**src/rtl/hetero_coh_sequencer.sv**
```systemverilog
// Front-end sequencer for the heterogeneous coherence directory: WRR CPU/GPU arbitration,
// single outstanding directory request, probe-ack collection. Optional macro: HCS_ACK_TIMEOUT_EN.
module hetero_coh_sequencer #(
  parameter int N_CPU       = 4,
  parameter int N_GPU       = 8,
  parameter int LINE_ADDR_W = 32,
  parameter int GPU_WEIGHT  = 2,
  parameter int ACK_TIMEOUT = 255,
  localparam int CPU_SRC_W  = (N_CPU > 1) ? $clog2(N_CPU) : 1,
  localparam int GPU_SRC_W  = (N_GPU > 1) ? $clog2(N_GPU) : 1,
  localparam int RESP_SRC_W = (CPU_SRC_W > GPU_SRC_W) ? CPU_SRC_W : GPU_SRC_W
) (
  input  logic                   clk,
  input  logic                   rst,
  input  logic                   cpu_req_valid,
  output logic                   cpu_req_ready,
  input  logic [LINE_ADDR_W-1:0] cpu_req_addr,
  input  logic [1:0]             cpu_req_type,
  input  logic [CPU_SRC_W-1:0]   cpu_req_src,
  input  logic                   gpu_req_valid,
  output logic                   gpu_req_ready,
  input  logic [LINE_ADDR_W-1:0] gpu_req_addr,
  input  logic [1:0]             gpu_req_type,
  input  logic [GPU_SRC_W-1:0]   gpu_req_src,
  output logic                   dir_req_valid,
  input  logic                   dir_req_ready,
  output logic [LINE_ADDR_W-1:0] dir_req_addr,
  output logic [1:0]             dir_req_type,
  input  logic                   dir_grant,
  input  logic [N_CPU-1:0]       dir_cpu_inval,
  input  logic [N_GPU-1:0]       dir_gpu_inval,
  input  logic [N_CPU-1:0]       cpu_ack,
  input  logic [N_GPU-1:0]       gpu_ack,
  output logic                   resp_valid,
  output logic                   resp_class,
  output logic [RESP_SRC_W-1:0]  resp_src,
  output logic                   resp_err,
  output logic                   busy,
  output logic [2:0]             dbg_state
);

  // Handshakes: a transfer happens on a rising edge where valid && ready; ready never
  // depends on anything but state and valids, and dir_req_* stay stable until accepted.
  localparam int WRR_W = $clog2(GPU_WEIGHT + 1);

  typedef enum logic [2:0] {
    S_IDLE     = 3'd0,
    S_ISSUE    = 3'd1,
    S_WAIT_DIR = 3'd2,
    S_COLLECT  = 3'd3,
    S_RESP     = 3'd4
  } state_t;

  state_t                 r_state;
  state_t                 w_state_nxt;
  logic [WRR_W-1:0]       r_wrr;
  logic [LINE_ADDR_W-1:0] r_addr;
  logic [1:0]             r_type;
  logic                   r_class;
  logic [RESP_SRC_W-1:0]  r_src;
  logic [N_CPU-1:0]       r_pend_c;
  logic [N_GPU-1:0]       r_pend_g;
  logic                   w_gpu_win;
  logic                   w_cpu_win;
  logic                   w_accept;
  logic [N_CPU-1:0]       w_grant_c;
  logic [N_GPU-1:0]       w_grant_g;
  logic [N_CPU-1:0]       w_coll_c;
  logic [N_GPU-1:0]       w_coll_g;
  logic                   w_timeout;

`ifdef HCS_ACK_TIMEOUT_EN
  localparam int TO_W = ($clog2(ACK_TIMEOUT + 1) > 8) ? $clog2(ACK_TIMEOUT + 1) : 8;
  logic [TO_W-1:0] r_to_cnt;
  logic            r_err;
`endif

  // GPU keeps winning contested rounds until it has won GPU_WEIGHT in a row.
  assign w_gpu_win     = gpu_req_valid && (!cpu_req_valid || (r_wrr < WRR_W'(GPU_WEIGHT)));
  assign w_cpu_win     = cpu_req_valid && !w_gpu_win;
  assign cpu_req_ready = (r_state == S_IDLE) && w_cpu_win;
  assign gpu_req_ready = (r_state == S_IDLE) && w_gpu_win;
  assign w_accept      = cpu_req_ready || gpu_req_ready;

  assign w_grant_c = dir_cpu_inval & ~cpu_ack;
  assign w_grant_g = dir_gpu_inval & ~gpu_ack;
  assign w_coll_c  = r_pend_c & ~cpu_ack;
  assign w_coll_g  = r_pend_g & ~gpu_ack;

`ifdef HCS_ACK_TIMEOUT_EN
  assign w_timeout = (r_state == S_COLLECT) && ((|w_coll_c) || (|w_coll_g)) &&
                     (r_to_cnt == TO_W'(ACK_TIMEOUT - 1));
`else
  assign w_timeout = 1'b0;
`endif

  always_comb begin
    w_state_nxt = r_state;
    case (r_state)
      S_IDLE:     if (w_accept) w_state_nxt = S_ISSUE;
      S_ISSUE:    if (dir_req_ready) w_state_nxt = S_WAIT_DIR;
      S_WAIT_DIR: begin
        if (!dir_grant)                      w_state_nxt = S_ISSUE;
        else if (!(|w_grant_c) && !(|w_grant_g)) w_state_nxt = S_RESP;
        else                                 w_state_nxt = S_COLLECT;
      end
      S_COLLECT:  if ((!(|w_coll_c) && !(|w_coll_g)) || w_timeout) w_state_nxt = S_RESP;
      S_RESP:     w_state_nxt = S_IDLE;
      default:    w_state_nxt = S_IDLE;
    endcase
  end

  always_ff @(posedge clk) begin
    if (rst) r_state <= S_IDLE;
    else     r_state <= w_state_nxt;
  end

  always_ff @(posedge clk) begin
    if (rst) begin
      r_wrr    <= '0;
      r_addr   <= '0;
      r_type   <= '0;
      r_class  <= 1'b0;
      r_src    <= '0;
      r_pend_c <= '0;
      r_pend_g <= '0;
    end else begin
      if (w_accept) begin
        r_class <= w_gpu_win;
        if (w_gpu_win) begin
          r_addr <= gpu_req_addr;
          r_type <= gpu_req_type;
          r_src  <= RESP_SRC_W'(gpu_req_src);
          if (r_wrr < WRR_W'(GPU_WEIGHT)) r_wrr <= r_wrr + 1'b1;
        end else begin
          r_addr <= cpu_req_addr;
          r_type <= cpu_req_type;
          r_src  <= RESP_SRC_W'(cpu_req_src);
          r_wrr  <= '0;
        end
      end
      if (r_state == S_WAIT_DIR && dir_grant) begin
        r_pend_c <= w_grant_c;
        r_pend_g <= w_grant_g;
      end else if (r_state == S_COLLECT) begin
        r_pend_c <= w_timeout ? '0 : w_coll_c;
        r_pend_g <= w_timeout ? '0 : w_coll_g;
      end
    end
  end

`ifdef HCS_ACK_TIMEOUT_EN
  always_ff @(posedge clk) begin
    if (rst) begin
      r_to_cnt <= '0;
      r_err    <= 1'b0;
    end else begin
      if (w_accept) r_err <= 1'b0;
      else if (w_timeout) r_err <= 1'b1;
      if (r_state == S_WAIT_DIR)     r_to_cnt <= '0;
      else if (r_state == S_COLLECT) r_to_cnt <= r_to_cnt + 1'b1;
    end
  end
  assign resp_err = (r_state == S_RESP) && r_err;
`else
  assign resp_err = 1'b0;
`endif

  assign dir_req_valid = (r_state == S_ISSUE);
  assign dir_req_addr  = r_addr;
  assign dir_req_type  = r_type;
  assign resp_valid    = (r_state == S_RESP);
  assign resp_class    = r_class;
  assign resp_src      = r_src;
  assign busy          = (r_state != S_IDLE);
  assign dbg_state     = r_state;

endmodule

```
**config.mk**
```make
export PLATFORM = sky130hd
export DESIGN_NAME = hetero_coh_sequencer
export DESIGN_NICKNAME = d
export VERILOG_FILES = /design/src/rtl/hetero_coh_sequencer.sv
export SDC_FILE = /design/constraint.sdc
export NUM_CORES = 1
export LEC_CHECK = 0
export BUFFER_PORTS_ARGS = -buffer_cell sky130_fd_sc_hd__buf_2
export CAP_MARGIN = 15
export CORE_ASPECT_RATIO = 1.2
export CORE_MARGIN = 3
export CORE_UTILIZATION = 40
export CTS_CLUSTER_DIAMETER = 80
export DETAILED_ROUTE_END_ITERATION = 8
export PLACE_DENSITY = 0.76
export RECOVER_POWER = 100
export SYNTH_ARGS = -nofsm -noshare
export SYNTH_HDL_FRONTEND = slang
export SYNTH_SLANG_ARGS = --single-unit
```
**constraint.sdc**
```tcl
create_clock -name clk -period 1.3 [get_ports clk]
set_input_delay 0.065 -clock clk [delete_from_list [all_inputs] [get_ports clk]]
set_output_delay 0.065 -clock clk [all_outputs]
set_load 0.01 [all_outputs]
```
==> flow_summary.yaml, run 1 <==
critical_path:
  startpoint: "dbg_state[0]$_SDFFE_PP0P_"
  cp-start-kind: "flop"
  r2r_slack_ns: -0.17
  reg2regPathDepth: 6
  cp.required_ns: 1.49
  rr_endpoint: "r_pend_g[6]$_SDFFE_PP0P_"
  crit_type: "reg -> reg"
  worstPathArrival_ns: 1.66
  crit_fanout: 6
  endpoint_kind: "flop"
  r2r_start: "dbg_state[0]$_SDFFE_PP0P_"
yosys:
  synthesis.area_um2: 2750
  synth.ff_latch_count: 55
  yosys-top-cells-count: "dfxtp_1, nor2_1, mux2i_1"
  yosys.area.top_type_share_pct: 40.0
  synth_nets: 397
  ys_top_cells_by_area: "dfxtp_1, mux2i_1, a211oi_2"
  synth_area_leader_cell: "dfxtp_1"
  async_reset_ff_share_pct: 0
  synth_cell_types: 33
  seq_area_frac_synth_pct: 40.0
  synthFlopType: "dfxtp_1"
  synth_edf_count: 0
  yosys_warnings: 0
  synthCells: 294
  syn_avg_cell_area_um2: 9.36
flow_run:
  cap_violations: 0
floorplan:
  fp.dieArea_um2: 7920
  die_h_um: 96.9
  core_um2: 6570
  initial_core_util_pct: 41.9
  die_w_um: 81.7
  num_rows: 32
  design.portCount: 150
hold_path:
  min_to: "dbg_state[0]$_SDFFE_PP0P_"
  whs_path_depth: 3
  hold_path_startpoint: "dir_req_ready"
  hp-class: "in -> reg"
run_status:
  outcome: "finished, violations left"
  violations: "negative setup slack"
route:
  post-route-drc-count: 0
  first_pass_iters: 4
  via_count: 2975
  routedWlPerCell_um: 17.2
  viasPerCell: 5.30
  wl_mm: 9.65
  antenna_left: 0
  drt_iter0_markers: 100
global_route:
  grt_pass1_wl_mm: 13.1
  track_usage_pct: 20.3
  grt_max_degree: 28
  overflow: 0
  grt_pass1_vias: 2850
  antenna_found_initial: 0
placement:
  port_buffers: 148
  dp_hpwl_mm: 5.86
  place_congestion: 0.844
clocking:
  clockRootBuffer: "clkbuf_8"
  clk_latency_ns: 0.30
  cts_tree: "built"
  cts_buffers: 5
  h-tree-depth: 2
  clkSinkCount: 55
  cts.clk_slew.worst_paths_ns: 0.10
  clk_path_buf_depth: 2
layout:
  drive_gt1_share_pct: 56.5
  nNetsFinal: 578
  area_growth_syn_to_layout_pct: 65.9
  diodes: 0
pwr:
  power_density_nw_per_um2: 1100
  leakagePower_nw: 1.93
  ir_worst_vdd_mv: 0.638
sta:
  period_share_pct: 113
  fin_skew_ns: 0.00728
  finalSetupViolCount: 57
  rsz0062_at_grt: "true"
  worstMarginPinSlew_ns: 0.688
  period_minus_slack_ns: 1.47
  setup-tns-final_ns: -5.48
  setup_slack_ns: -0.170
  fin_hold_ws_ns: 0.0973
  fmax_mhz: 680
  slew_viol_final: 0
  relSlewSlack_pct: 54.0
  hold_viol: 0
[stage by stage]
step           setup slack [ns]  utilization [%]  cell area, um^2  instances  power (mW)
2_1_floorplan           -0.0277                -             2790        294        2.88
5_1_grt                  -0.210             69.6             4570        561        5.29
3_3_place_gp             -0.218             56.4             3700        524        3.39
3_5_place_dp             -0.175             56.4             3700        524        3.45
6_report                 -0.170             69.6             4570        561        5.03
4_1_cts                  -0.103             62.0             4070        548        4.63
[sequential cells by signal, summed over array words and instances (netlist names)]
register / flops
r_wrr: 2
resp_src: 3
dir_req_type: 2
dbg_state: 3
dir_req_addr: 32
r_pend_g: 8
r_pend_c: 4
resp_class: 1
[power by group]
group | internal, mW | switching, mW | total, mW
registers | 1.88 | 0.142 | 2.02
logic | 0.969 | 1.03 | 2.00
clock network | 0.437 | 0.567 | 1.00
total | 3.29 | 1.74 | 5.03
[kinds of logic (layout without fill, tap and decap cells)]
| kind of cell | Yosys count | count (layout) | synth area share [%] |
|---|---|---|---|
| compound gates | 76 | 76 | 23.6 |
| buf+inv | 26 | 206 | 4.91 |
| flops | 55 | 55 | 40.0 |
| mux | 36 | 36 | 13.1 |
| other cells | 1 | 1 | 0.136 |
| simple gates | 100 | 102 | 18.3 |
[what timing repair did]
item | CTS | global route
endpoints found under the setup margin | 40 | 57
hold buffers | 1 | 0
resized for setup | 35 | 101
setup buffers | 13 | 8
hold endpoints to repair | 1 | 0
cloned | 2 | 7
pin swaps | 4 | 56
[layer usage]
layer	wire length, um	vias up	GRT usage, %
met3	686	22	4.10
met2	5230	135	38.0
met1	3510	1397	23.1
met4	220	0	3.45
met5	0	-	0
li1	-	1421	-
[worst max path at each step]
stage	to	depth (start not counted)
6_report	r_pend_g[6]$_SDFFE_PP0P_	6
5_1_grt	dir_req_addr[17]$_SDFFE_PP0P_	6
3_3_place_gp	dbg_state[2]$_SDFFE_PP0P_	6
3_5_place_dp	dbg_state[0]$_SDFFE_PP0P_	6
4_1_cts	dir_req_addr[21]$_SDFFE_PP0P_	6
2_1_floorplan	r_pend_g[3]$_SDFFE_PP0P_	6
[layout make-up]
type,count,area [um^2]
repair buffers,193,1270
fillers,520,2000
clock buffers,6,82.6
well taps,85,106
multi-input cells,215,1950
clock inverters,2,16.3
flip-flops and latches,55,1120
inverters,5,21.3
[placed cells by master (no fill, tap or decap), types with 2 or more instances in the layout]
master	synthesis	routed
buf_4	7	16
inv_1	4	4
mux2i_2	0	2
o21ai_2	0	11
nor4_1	3	3
and2_4	0	3
nor2_4	0	11
a2111oi_4	0	3
mux2i_1	36	32
a211oi_2	24	35
a22oi_1	13	8
nor2b_4	0	3
buf_2	6	107
buf_6	0	20
clkbuf_16	0	3
mux2i_4	0	2
dfxtp_4	0	3
clkbuf_8	0	6
a21oi_1	3	2
clkbuf_1	6	38
nand2_1	5	4
nand2b_4	0	3
buf_12	0	6
a22oi_2	0	5
dfxtp_2	0	5
nor2_1	55	34
nor2b_1	22	19
o21ai_0	16	4
dfxtp_1	55	47
nor3_1	2	2
nor2_2	0	11
[worst max-delay path: stages (launching register included)]
cell and delay [ns]:
dfxtp_4 0.37, buf_6 0.11, and4bb_2 0.32, nand2b_4 0.20, o21ai_2 0.08, a22oi_1 0.23, nor2_1 0.06
Power figures use the tool's default switching activity.
==> inputs of run 2 (changes only) <==
Settings changed: CELL_PAD_IN_SITES_DETAIL_PLACEMENT set to 0, CELL_PAD_IN_SITES_GLOBAL_PLACEMENT set to 1, CORE_UTILIZATION 40 to 29, PLACE_DENSITY 0.76 to 0.77.
==> run 2 against run 1 <==
  * The flow still finishes with violations (negative setup slack)
  * Power decreased by 0.36%
  * Combinational power about the same
  * Sequential power about the same
  * Fmax increased by 2.6%
  * First-iteration DRC count decreased by 33%
  * Global-route usage decreased by 4.0 points
  * Clock power about the same
  * Clock skew about the same
  * Final cell count increased by 8.7%
  * Critical path type unchanged
  * Critical endpoint is now dir_req_addr[26]$_SDFFE_PP0P_
==> flow_summary.yaml, run 2 (synthesis results as in run 1) <==
route:
  highest_layer: "met4"
  dr_wl_met3_um: 799
  routedWlPerCell_um: 15.3
  met1Wirelength_mm: 3.79
  drt_iter0_markers: 67
  viasPerCell: 4.76
  antenna_left: 0
  via_count: 2901
  wl_met2_mm: 4.71
  post-route-drc-count: 0
  first_pass_iters: 4
  wl_mm: 9.35
floorplan:
  design.portCount: 150
  initial_core_util_pct: 30.2
  die_w_um: 94.9
  num_rows: 38
  die_h_um: 113
  fp.dieArea_um2: 10700
  core_um2: 9130
layout:
  final_cell_mix: "buf_2, dfxtp_1, nor2_1, clkbuf_1, mux2i_1"
  diodes: 0
  fill_cells: 906
  final_common_cell: "buf_2"
  nNetsFinal: 592
  drive_gt1_share_pct: 51.0
  area_growth_syn_to_layout_pct: 63.8
  largest_reg_flops: 32
sta:
  fin_skew_ns: 0.00753
  period_minus_slack_ns: 1.43
  period_share_pct: 110
  hold_viol: 0
  finalSetupViolCount: 50
  fmax_mhz: 698
  setup-tns-final_ns: -3.51
  rsz0062_at_grt: "true"
  setup_slack_ns: -0.133
  slew_viol_final: 0
global_route:
  overflow: 0
  grt_pass1_vias: 2876
  track_usage_pct: 16.2
  grt_max_degree: 22
  grt_pass1_wl_mm: 13.9
  antenna_found_initial: 0
clocking:
  clk_path_buf_depth: 2
  clockRootBuffer: "clkbuf_8"
  cts.clk_slew.worst_paths_ns: 0.10
  clkSinkCount: 55
  h-tree-depth: 2
  cts_tree: "built"
  clk_latency_ns: 0.30
  cts_buffers: 5
critical_path:
  cp.required_ns: 1.52
  crit_fanout: 8
  endpoint_kind: "flop"
  cp-start-kind: "flop"
  crit_type: "reg -> reg"
  worstPathArrival_ns: 1.65
placement:
  place_congestion: 0.854
  place_ws_ns: -0.165
  dp_hpwl_mm: 6.45
  port_buffers: 148
pwr:
  ir_worst_vdd_mv: 0.475
  p_total_mw: 5.01
  leakagePower_nw: 1.98
  power_density_nw_per_um2: 1110
run_status:
  outcome: "finished, violations left"
  violations: "negative setup slack"
hold_path:
  hp-class: "in -> reg"
flow_run:
  cap_violations: 0
-- run 2: cell count changes in the layout (fill, tap and decap cells not counted), moves of 5 or more --
cell     delta
dfxtp_1     +5
nor2_1     +11
nor2_4     -10
buf_4      +13
-- run 2: final timing paths --
kind | cells after the start | slack [ns] | end | start
setup reg to reg | 7 | -0.13 | dir_req_addr[26]$_SDFFE_PP0P_ | dbg_state[1]$_SDFFE_PP0P_
hold reg to reg | 2 | 0.50 | resp_src[2]$_SDFFE_PP0P_ | resp_src[2]$_SDFFE_PP0P_
setup / recovery | 7 | -0.13 | dir_req_addr[26]$_SDFFE_PP0P_ | dbg_state[1]$_SDFFE_PP0P_
hold / removal | 3 | 0.04 | resp_src[2]$_SDFFE_PP0P_ | gpu_req_src[2]
-- run 2: critical path: stages (launching register included) --
cell	delay (ns)
dfxtp_4	0.37
nor3_4	0.23
inv_2	0.10
nor2_8	0.13
buf_4	0.16
buf_8	0.12
nor2_1	0.04
a211oi_1	0.20
-- run 2: final cells by class --
cell class	instances	area, um^2	area share, %
multi-input cells	214	1720	38.2
repair buffers	208	1410	31.2
flip-flops and latches	55	1110	24.6
clock inverters	2	16.3	0.361
clock buffers	6	82.6	1.83
well taps	120	150	3.33
inverters	5	18.8	0.416
-- run 2: report_power, final --
part           internal (mW)  switching (mW)  total, mW
registers               1.88           0.116       2.00
logic                   1.04           0.975       2.02
clock network          0.436           0.559      0.995
-- run 2: per-stage QoR --
stage / utilization [%] / std cells / hold WS [ns] / cell area (um^2)
floorplan: - / 294 / 0.201 / 2790
global placement: 42.1 / 575 / 0.342 / 3840
detailed placement: 42.1 / 575 / 0.354 / 3840
CTS: 49.0 / 610 / 0.0201 / 4470
global route: 49.4 / 610 / 0.0265 / 4510
finish: 49.4 / 610 / 0.0352 / 4510
-- run 2: repair_timing --
item | in CTS | in global routing
gates cloned | 8 | 2
endpoints found under the hold margin | 0 | 0
gates resized for setup | 60 | 39
endpoints found under the setup margin | 54 | 57
hold buffers | 0 | 0
buffers inserted | 20 | 5
pin swaps | 30 | 28
-- run 2: metal layers --
layer | up-vias | GRT usage [%]
li1 | 1442 | -
met1 | 1340 | 19.3
met5 | - | 0
met4 | 0 | 2.02
met3 | 6 | 3.99
met2 | 113 | 29.9
==> inputs of run 3 (changes only) <==
Settings changed: GPL_TIMING_DRIVEN set to 0.
==> run 3 against run 2 <==
  * The flow still finishes with violations (negative setup slack)
  * Clock skew fell by 0.0020 ns
  * Hold slack gained 0.051 ns
  * Design area fell by 5.2%
  * Via count decreased by 1.3%
==> flow_summary.yaml, run 3 (synthesis results as in run 1) <==
floorplan:
  design.portCount: 150
  initial_core_util_pct: 30.2
  die_w_um: 94.9
  die_h_um: 113
  fp.dieArea_um2: 10700
  core_um2: 9130
  num_rows: 38
sta:
  slew_viol_final: 0
  finalSetupViolCount: 50
  relSlewSlack_pct: 51.4
  period_share_pct: 112
  rsz0062_at_grt: "true"
  period_minus_slack_ns: 1.46
  fin_skew_ns: 0.00556
  hold_viol: 0
  setup-tns-final_ns: -5.83
  setup_slack_ns: -0.155
  fmax_mhz: 687
  worstMarginPinSlew_ns: 0.727
hold_path:
  hold_path_startpoint: "dir_req_ready"
  hp-class: "in -> reg"
clocking:
  cts_buffers: 5
  h-tree-depth: 2
  clockRootBuffer: "clkbuf_8"
  cts_tree: "built"
  clk_path_buf_depth: 2
  cts.clk_slew.worst_paths_ns: 0.10
  clk_latency_ns: 0.30
  clkSinkCount: 55
layout:
  fin_area_um2: 4270
  final_common_cell: "buf_2"
  nNetsFinal: 574
  area_growth_syn_to_layout_pct: 55.2
  finish.utilization_pct: 46.8
  diodes: 0
  drive_gt1_share_pct: 50.6
  largest_reg_flops: 32
  final_cell_mix: "buf_2, dfxtp_1, nor2_1, clkbuf_1, mux2i_1"
route:
  post-route-drc-count: 0
  wl_mm: 9.10
  viasPerCell: 4.84
  antenna_left: 0
  first_pass_iters: 5
  drt_iter0_markers: 71
  routedWlPerCell_um: 15.4
  via_count: 2863
pwr:
  ir_worst_vdd_mv: 0.520
  p_seq_share_pct: 40.6
  p_total_mw: 4.94
  comb_power_share_pct: 35.0
  leakagePower_nw: 1.81
  power_switching_mw: 1.61
  pwr-share-clk_pct: 24.4
  p_int_mw: 3.33
  switching_share_pct: 32.7
  power_density_nw_per_um2: 1160
run_status:
  violations: "negative setup slack"
  outcome: "finished, violations left"
critical_path:
  crit_fanout: 8
  startpoint: "dbg_state[1]$_SDFFE_PP0P_"
  cp-start-kind: "flop"
  cp.required_ns: 1.47
  endpoint_kind: "flop"
  crit_type: "reg -> reg"
  r2r_start: "dbg_state[1]$_SDFFE_PP0P_"
  worstPathArrival_ns: 1.62
placement:
  dp_hpwl_mm: 6.77
  placed_area_um2: 3670
  place_congestion: 0.846
  port_buffers: 147
  place_ws_ns: -0.298
global_route:
  grt_max_degree: 18
  antenna_found_initial: 0
  grt_pass1_vias: 2715
  overflow: 0
  grt_pass1_wl_mm: 13.3
  track_usage_pct: 15.5
flow_run:
  cap_violations: 0
## run 3: critical path, cell delays in order, from the launching register on
cell      delay [ns]
dfxtp_4         0.38
nor3_4          0.28
inv_4           0.09
nor2_8          0.24
buf_8           0.17
buf_12          0.11
a211oi_2        0.05
## run 3: timing repair
item	in CTS	in global routing
setup endpoints to repair	54	57
resized for setup	53	55
hold buffers	0	1
pin swaps	17	47
endpoints found under the hold margin	0	1
cloned	3	2
buffers inserted	10	7
## run 3: path summary, 6_finish.rpt
path                                   endpoint  slack, ns  depth (start not counted)
setup / recovery  dir_req_addr[22]$_SDFFE_PP0P_      -0.16                          6
hold / removal        dbg_state[0]$_SDFFE_PP0P_       0.09                          3
setup reg to reg  dir_req_addr[22]$_SDFFE_PP0P_      -0.16                          6
hold reg to reg         resp_class$_SDFFE_PP0P_       0.50                          2
## run 3: power by group through the flow
stage / clock network (mW) / logic [mW] / registers [mW]
2_1_floorplan: 0 / 0.769 / 2.11
5_1_grt: 1.30 / 1.88 / 2.03
4_1_cts: 1.24 / 1.57 / 2.00
6_report: 1.21 / 1.73 / 2.01
3_5_place_dp: 0 / 1.41 / 2.03
3_3_place_gp: 0 / 1.39 / 2.03
## run 3: layout make-up
cell class                      instances  area [um^2]
Clock inverter                          2         38.8
Sequential cell                        55         1120
Inverter                                5         21.3
Clock buffer                            6         82.6
Timing Repair Buffer                  169          901
Multi-Input combinational cell        214         1760
Buffer                                 21          204
Tap cell                              120          150
Fill cell                             948         4860
## run 3: per-stage QoR
step,std cells,hold slack [ns]
2_1_floorplan,294,0.201
3_3_place_gp,561,0.331
3_5_place_dp,561,0.346
4_1_cts,582,0.00797
5_1_grt,592,0.0967
6_report,592,0.0860
## run 3: per-layer routing
layer | GRT usage, % | routed length, um
met1 | 19.2 | 3710
met2 | 27.9 | 4590
met3 | 2.86 | 732
met4 | 2.89 | 70
met5 | 0 | 0
